--- config.mk ---
export PLATFORM = sky130hd
export DESIGN_NAME = capture_trigger
export DESIGN_NICKNAME = d
export VERILOG_FILES = /design/src/rtl/capture_trigger.sv
export SDC_FILE = /design/constraint.sdc
export NUM_CORES = 1
export LEC_CHECK = 0
export ABC_AREA = 1
export CORE_ASPECT_RATIO = 0.8
export CORE_MARGIN = 1
export CORE_UTILIZATION = 54
export CTS_BUF_LIST = sky130_fd_sc_hd__clkbuf_16
export DETAILED_ROUTE_END_ITERATION = 12
export GPL_TIMING_DRIVEN = 0
export PLACE_DENSITY_LB_ADDON = 0.08
export SYNTH_ARGS = -nofsm -noshare
export SYNTH_HDL_FRONTEND = slang
export SYNTH_SLANG_ARGS = --single-unit
--- constraint.sdc ---
create_clock -name clk -period 2.2 [get_ports clk]
set_clock_uncertainty 0.1 [all_clocks]
set_input_delay 0.33 -clock clk [delete_from_list [all_inputs] [get_ports clk]]
set_output_delay 0.33 -clock clk [all_outputs]
set_load 0.005 [all_outputs]
--- src/rtl/capture_trigger.sv ---
// Capture-trigger controller: freezes a circular sample buffer a programmable number of samples after a threshold hit.
// Define CAPTURE_TRIGGER_EDGE_EN for rising-crossing triggering; otherwise any hit while armed triggers.
module capture_trigger #(
    parameter int unsigned LENGTH       = 240,
    parameter int unsigned POST_SAMPLES = 120
) (
    input  logic        clk,
    input  logic        reset,
    input  logic [15:0] pcm,
    input  logic [15:0] threshold,
    input  logic        arm,
    output logic        stop,
    output logic        armed,
    output logic        done
);

    // state   | meaning
    // IDLE    | after reset, buffer frozen, waiting for arm
    // FILL    | buffer filling, triggers ignored
    // ARMED   | buffer full, waiting for trigger
    // POST    | writing post-trigger samples
    // STOPPED | capture complete, buffer frozen until re-arm
    typedef enum logic [2:0] {
        IDLE    = 3'd0,
        FILL    = 3'd1,
        ARMED   = 3'd2,
        POST    = 3'd3,
        STOPPED = 3'd4
    } state_t;

    localparam logic [7:0]  FILL_LAST = 8'(LENGTH - 1);
    localparam logic [15:0] POST_LAST = 16'(POST_SAMPLES - 1);

    state_t      state, next_state;
    logic [7:0]  fill_cnt, fill_next;
    logic [15:0] post_cnt, post_next;
    logic        above, above_next;
    logic        done_next;

    logic [16:0] pcm_ext;
    logic [16:0] mag;
    logic        hit;
    logic        trigger;

    // 17-bit domain so that -32768 maps to +32768 without wrapping
    assign pcm_ext = {pcm[15], pcm};
    assign mag     = pcm[15] ? (~pcm_ext + 17'd1) : pcm_ext;
    assign hit     = (mag >= {1'b0, threshold});

`ifdef CAPTURE_TRIGGER_EDGE_EN
    assign trigger = hit && !above;
`else
    // Level triggering: the crossing term is absorbed by the plain hit.
    assign trigger = hit || (hit && !above);
`endif

    always_comb begin
        next_state = state;
        fill_next  = fill_cnt;
        post_next  = post_cnt;
        above_next = above;
        done_next  = 1'b0;
        case (state)
            IDLE, STOPPED: begin
                if (arm) begin
                    next_state = FILL;
                    fill_next  = 8'd0;
                    above_next = 1'b1;
                end
            end
            FILL: begin
                above_next = hit;
                if (fill_cnt == FILL_LAST) begin
                    next_state = ARMED;
                end else begin
                    fill_next = fill_cnt + 8'd1;
                end
            end
            ARMED: begin
                above_next = hit;
                if (trigger) begin
                    if (POST_SAMPLES == 0) begin
                        next_state = STOPPED;
                        done_next  = 1'b1;
                    end else begin
                        next_state = POST;
                        post_next  = 16'd0;
                    end
                end
            end
            POST: begin
                if (post_cnt == POST_LAST) begin
                    next_state = STOPPED;
                    done_next  = 1'b1;
                end else begin
                    post_next = post_cnt + 16'd1;
                end
            end
            default: begin
                next_state = IDLE;
            end
        endcase
    end

    always_ff @(posedge clk or posedge reset) begin
        if (reset) begin
            state    <= IDLE;
            fill_cnt <= 8'd0;
            post_cnt <= 16'd0;
            above    <= 1'b1;
            stop     <= 1'b1;
            armed    <= 1'b0;
            done     <= 1'b0;
        end else begin
            state    <= next_state;
            fill_cnt <= fill_next;
            post_cnt <= post_next;
            above    <= above_next;
            stop     <= (next_state == IDLE) || (next_state == STOPPED);
            armed    <= (next_state == ARMED);
            done     <= done_next;
        end
    end

endmodule
* After elaboration in Yosys (flattened, before gate mapping)
Index checks and enable logic that the tools add are counted.
** Word-level totals
- Output and inout bits :: 3
- Input port bits :: 35
- Flip-flop bits (word level) :: 31
- Logic and storage cells :: 54
** Cells by class
- Add/sub/neg operators :: 3
- Bitwise operators :: 1
- $lt $le $gt $ge :: 1
- Reductions and logical operators :: 14
- Equal/unequal tests :: 12
- Multiplexer cells :: 16
** Operator list (number)
- $mux W16 :: 2
- $pmux W16 S2 :: 1
- $add A17 B1 Y17 const B :: 1
- $ge A17 B16 Y1 :: 1
- $mux W17 :: 1
- $not A17 Y17 :: 1
- $add A16 B1 Y16 const B :: 1
- $eq A16 B7 Y1 const B :: 1
- $mux W8 :: 2
- $pmux W8 S2 :: 1
- $mux W3 :: 4
- $pmux W3 S4 :: 1
- $eq A3 B2 Y1 const B :: 3
- $add A8 B1 Y8 const B :: 1
- $eq A8 B8 Y1 const B :: 1
- $ne A2 B2 Y1 const B :: 4
- $eq A3 B3 Y1 const B :: 2
- $logic_not A3 Y1 :: 2
- $reduce_and A3 Y1 :: 2
- $reduce_bool A2 Y1 :: 3
- $reduce_or A2 Y1 :: 2
- $eq A3 B1 Y1 const B :: 1
- $mux W1 :: 3
- $logic_or A1 B1 Y1 :: 2
- 4 further kinds :: 4

* Logic depth before layout (Yosys ltp)
- Depth after elaboration :: 10
- Depth in mapped cells :: 19
- Mapped depth without buffers :: 19

* Least setup slack after synthesis
No wires, ideal clock.
- Kind :: input port to flip-flop
- Start point :: input port pcm[0]
- End point :: register post_cnt[5]
- Buffers on the path :: 1
- Setup time :: 119 ps
- Arrival time :: 2506 ps
- Stages on the path :: 17
- Data required time :: 1981 ps
- Slack :: -524 ps
- Path through :: inv_1 ha_1 nand3_1 nor3_1 nand3_1 o21ai_0 nand2_1 xor2_1 ha_1 nand3_1 nor3_2 nand3b_1 nand4_1 nand2_1 inv_2 buf_4 nor2_1
** On the way
- Word-level cells in the longest chain between the ends :: 8
** RTL lines
- from (decl) :: RTL line 9 : input logic [15:0] pcm,
- $not A17 Y17 :: RTL line 47 : assign mag = pcm[15] ? (~pcm_ext + 17'd1) : pcm_ext;
- $add A17 B1 Y17 :: RTL line 47
- $mux W17 (*) :: RTL line 47
- $ge A17 B16 Y1 (*) :: RTL line 48 : assign hit = (mag >= {1'b0, threshold});
- $logic_and A1 B1 Y1 :: RTL line 54 : assign trigger = hit || (hit && !above);
- $logic_or A1 B1 Y1 (*) :: RTL line 54
- $ne A2 B2 Y1 (no line) (*)
- $reduce_and A3 Y1 (no line) (*)
- to (signal assigned) :: RTL line 117 : post_cnt <= post_next;
- to (decl) :: RTL line 36 : logic [15:0] post_cnt, post_next;
Every way passes the cells marked *; elsewhere a longest branch is shown, timed or not.
A chain may end at the register's enable or synchronous reset.

* Worst setup path in the final report
- Start point :: input port pcm[4]
- End point :: register post_cnt[3]
Same word-level chain as after synthesis.

==> results by group <==
Layout
  • Area occupied by multi-input gates: 1620 um^2
  • Net count reported at finish: 465
  • Non-filler cells, final: 469
  • Final Core Density: 79.9%
  • Most common library cell in the layout ignoring fill and taps: nand2_1
  • Antenna diode count: 0
  • Layout fillers: 296
  • Fraction of layout instances using a drive strength above 1: 23.1%
  • Highest-count cells in the layout ignoring fill and taps: 67 x nand2_1, 51 x inv_1, 40 x nor2_1
  • Storage element area: 752 um^2
  • Area Growth Syn to Fin: 39.3%
  • Final cell area excluding filler cells: 3400 um^2

Die
  • Die area: 4790 um^2
  • I/O pins: 38
  • Overall die height: 62.1 um
  • Initial core utilization: 57.3%
  • Std cell rows: 21
  • Floorplan core area: 4260 um^2
  • Horiz. Die Dim: 77.2 um

Critical path
  • Reg-to-reg slack, setup: 310 ps
  • Library cell appearing most often on the critical path: nand2_2
  • Largest fanout on the critical path: 5
  • Max stage delay cell, worst path: ha_4
  • Category of the worst setup path capture point: flop
  • Critical R2R Launch: post_cnt[0]
  • Startpoint kind of the worst setup timing path: input pin
  • Largest stage delay on the critical path: 290 ps
  • Critical-path cell list: buf_2 -> inv_2 -> nand2_4 -> nor2_4 -> nand3_2 -> nor3_2 -> buf_4 -> nand2_1 -> nand2_2 -> o21ai_1 -> nand2_1 -> nand2_2 -> ha_4 -> nand3_4 -> nor3_4 -> nand3b_1 -> nand4_1 -> nand2_2 -> inv_4 -> buf_6 -> nor2_1
  • R2R depth: 12
  • Critical R2R Capture: post_cnt[1]
  • Type of the worst setup path: input pin to flop
  • Crit path arrival time: 2730 ps
  • Data required time of the critical path: 2260 ps

Placement
  • Dpl cells: 439
  • Cell area after placement: 2940 um^2
  • RePlAce Congestion: 0.839
  • Hpwl dp: 3790 um
  • Number of buffers added on ports: 37

Worst hold path
  • Hold Path Depth: 2
  • Min-Delay Startpoint: post_cnt[1]
  • Endpoint, Worst Hold: post_cnt[1]
  • Worst hold path class: flop to flop

Logic synthesis
  • Largest family of logic cells by synthesized area: simple AND/OR/NAND/NOR gates
  • Area fraction of the dominant cell type after synthesis: 29.7%
  • Area share of and/or/nand/nor cells after synthesis: 34.0%
  • Post-synthesis share of cell area spent on xor and xnor gates: 9.33%
  • Part of the Yosys area used for sequential elements: 30.8%
  • Adder and majority cell fraction of the synthesized area: 9.74%
  • Top cells by area, synth: dfrtp_1 30%, nand2_1 11%, ha_1 9.7%
  • Number of register bits inferred by synthesis: 30
  • Most frequently used flop master after synthesis: dfrtp_1
  • Syn avg cell area: 7.08 um^2
  • Synth Area in Compound Gates: 6.10%
  • Total number of yosys warnings: 0
  • Share of cell area taken by muxes after synthesis: 0%
  • Net count after synthesis: 399
  • Number of synthesized flops with an enable pin: 0
  • Post-Syn Instances: 345
  • Netlist area before placement: 2440 um^2
  • Cell variety after synth: 31
  • Asr flop ratio synth: 100%
  • Largest area contributor in the synthesized netlist: dfrtp_1

Pwr
  • Internal cell power: 1.12 mW
  • Sequential group share of total power: 36.3%
  • Fraction of power spent switching nets: 26.7%
  • Final Total Pwr: 1.52 mW
  • Switching Power: 406 uW
  • Power density over the cells: 447 nW/um^2
  • Clock network fraction of total power: 42.3%
  • Static Leakage: 1.72 nW
  • Power share of the combinational group: 21.4%
  • Maximum VDD drop: 0.000426 V

Timing
  • Setup repair after global routing missed its margin: yes
  • Transition time at the pin with the least slew margin: 1120 ps
  • Post-layout min period: 2670 ps
  • Peak clock frequency supported by timing: 375 MHz
  • Final worst path period share: 121%
  • Worst setup margin: -468 ps
  • Setup-failing EPs final: 19
  • Count of endpoints failing hold in the final timing report: 0
  • Relative slew slack: 25.0%
  • Max Transition Viols Final: 0
  • Summed negative setup slack over all endpoints: -7980 ps

Clock network
  • Clock latency at the later pin of the worst-skew pair: 280 ps
  • Hold-fix buffers at CTS: 0
  • Root cell of the clock tree: clkbuf_16
  • CTS Buf Count: 5
  • Post-CTS clock slew at the launch and capture registers of the worst setup and hold paths: 50 ps
  • Count of H-tree levels built during CTS: 2
  • Clock Sinks: 30
  • Clock tree from TritonCTS: yes
  • Max Root-Sink Buffers: 2

Global route
  • Global Route Usage Sum: 26.5%
  • GR Overflow Total: 0
  • Largest net degree at the start of global routing: 31
  • Wire length of the first global-routing pass: 10100 um
  • Initial antenna violation count: 0
  • Number of global-route vias before repair: 2261

Routing
  • Detailed-route wire length per cell: 13.0 um
  • Iter 0 DRT Violations: 196
  • Residual DRC: 0
  • Vias: 2451
  • First-pass iteration count of the detailed router: 4
  • Wire length reported by the detailed router: 6090 um
  • Number of nets with antenna violations after routing: 0
  • Vias per cell: 5.23

Job
  • Max-capacitance violation count: 0

Run status
  • Outcome: complete, but fails checks
  • Failing checks: setup timing
==> layout make-up <==
class / count / area share (%)
plain buffers: 2 / 0.736
flip-flops and latches: 30 / 22.1
clock inverters: 3 / 0.331
inverters: 62 / 7.73
repair buffers: 59 / 15.7
multi-input cells: 251 / 47.6
clock buffers: 5 / 3.68
well taps: 57 / 2.10
==> flip-flops by register name (all words and copies together), names as in the netlist <==
name      flops
armed         1
done          1
fill_cnt      8
post_cnt     16
state         3
stop          1
==> critical path, delay by kind of cell <==
family / cells / cell delay, ps
AND/OR/NAND/NOR: 14 / 1460
buffers and inverters: 5 / 570
adder cells (fa/ha/maj): 1 / 290
AO/OA/AOI/OAI: 1 / 70
==> synthesized netlist by cell type, types with 4 or more instances <==
master   number
xor2_1       21
a21oi_1       7
inv_1        56
ha_1         19
nor3_1        8
nor2_1       47
nand3_1      18
nand2_1      74
o21ai_0      10
dfrtp_1      29
xnor2_1       5
or2_2         5
nor3_2        4
inv_2         6
nand4_1      13
==> per-stage QoR <==
step	hold slack, ps	worst slack [ps]
floorplan	320	-336
detailed placement	399	-1290
CTS	406	-415
global placement	390	-1230
global route	422	-603
finish	409	-468
==> kinds of logic after synthesis <==
kind of cell | count (synthesis)
AOI/OAI and AO/OA | 25
xor gates and xnor gates | 26
adders and majority gates | 19
buffers and inverters | 64
DFF | 30
and+or+nand+nor | 181
==> how the worst max path moves through the flow <==
stage / end / start / cells past startpoint / slack, ps
finish: post_cnt[3] / pcm[4] / 21 / -470
global route: post_cnt[3] / pcm[2] / 21 / -600
CTS: post_cnt[6] / pcm[0] / 18 / -410
detailed placement: post_cnt[5] / pcm[1] / 20 / -1290
global placement: post_cnt[3] / pcm[1] / 18 / -1230
floorplan: post_cnt[5] / pcm[1] / 17 / -340
==> power by group through the flow <==
stage | logic [mW] | registers (mW) | clock network, mW
finish | 0.325 | 0.553 | 0.643
global placement | 0.250 | 0.562 | 0
CTS | 0.296 | 0.553 | 0.640
floorplan | 0.155 | 0.562 | 0
global route | 0.359 | 0.552 | 0.674
detailed placement | 0.254 | 0.562 | 0
==> routing by layer <==
metal	GRT usage, %	up-vias	wire length [um]
met2	43.6	65	2970
met1	36.0	1141	2830
met3	5.88	9	251
met5	0	-	0
met4	4.95	0	47
li1	-	1236	-
==> what timing repair did <==
action                     CTS  global route
resized for setup           70            13
setup endpoints to repair   19            19
pin swaps                   29            17
setup buffers               18             6
gates cloned                 1             0
Note: power is estimated with default switching activity, not from simulation.
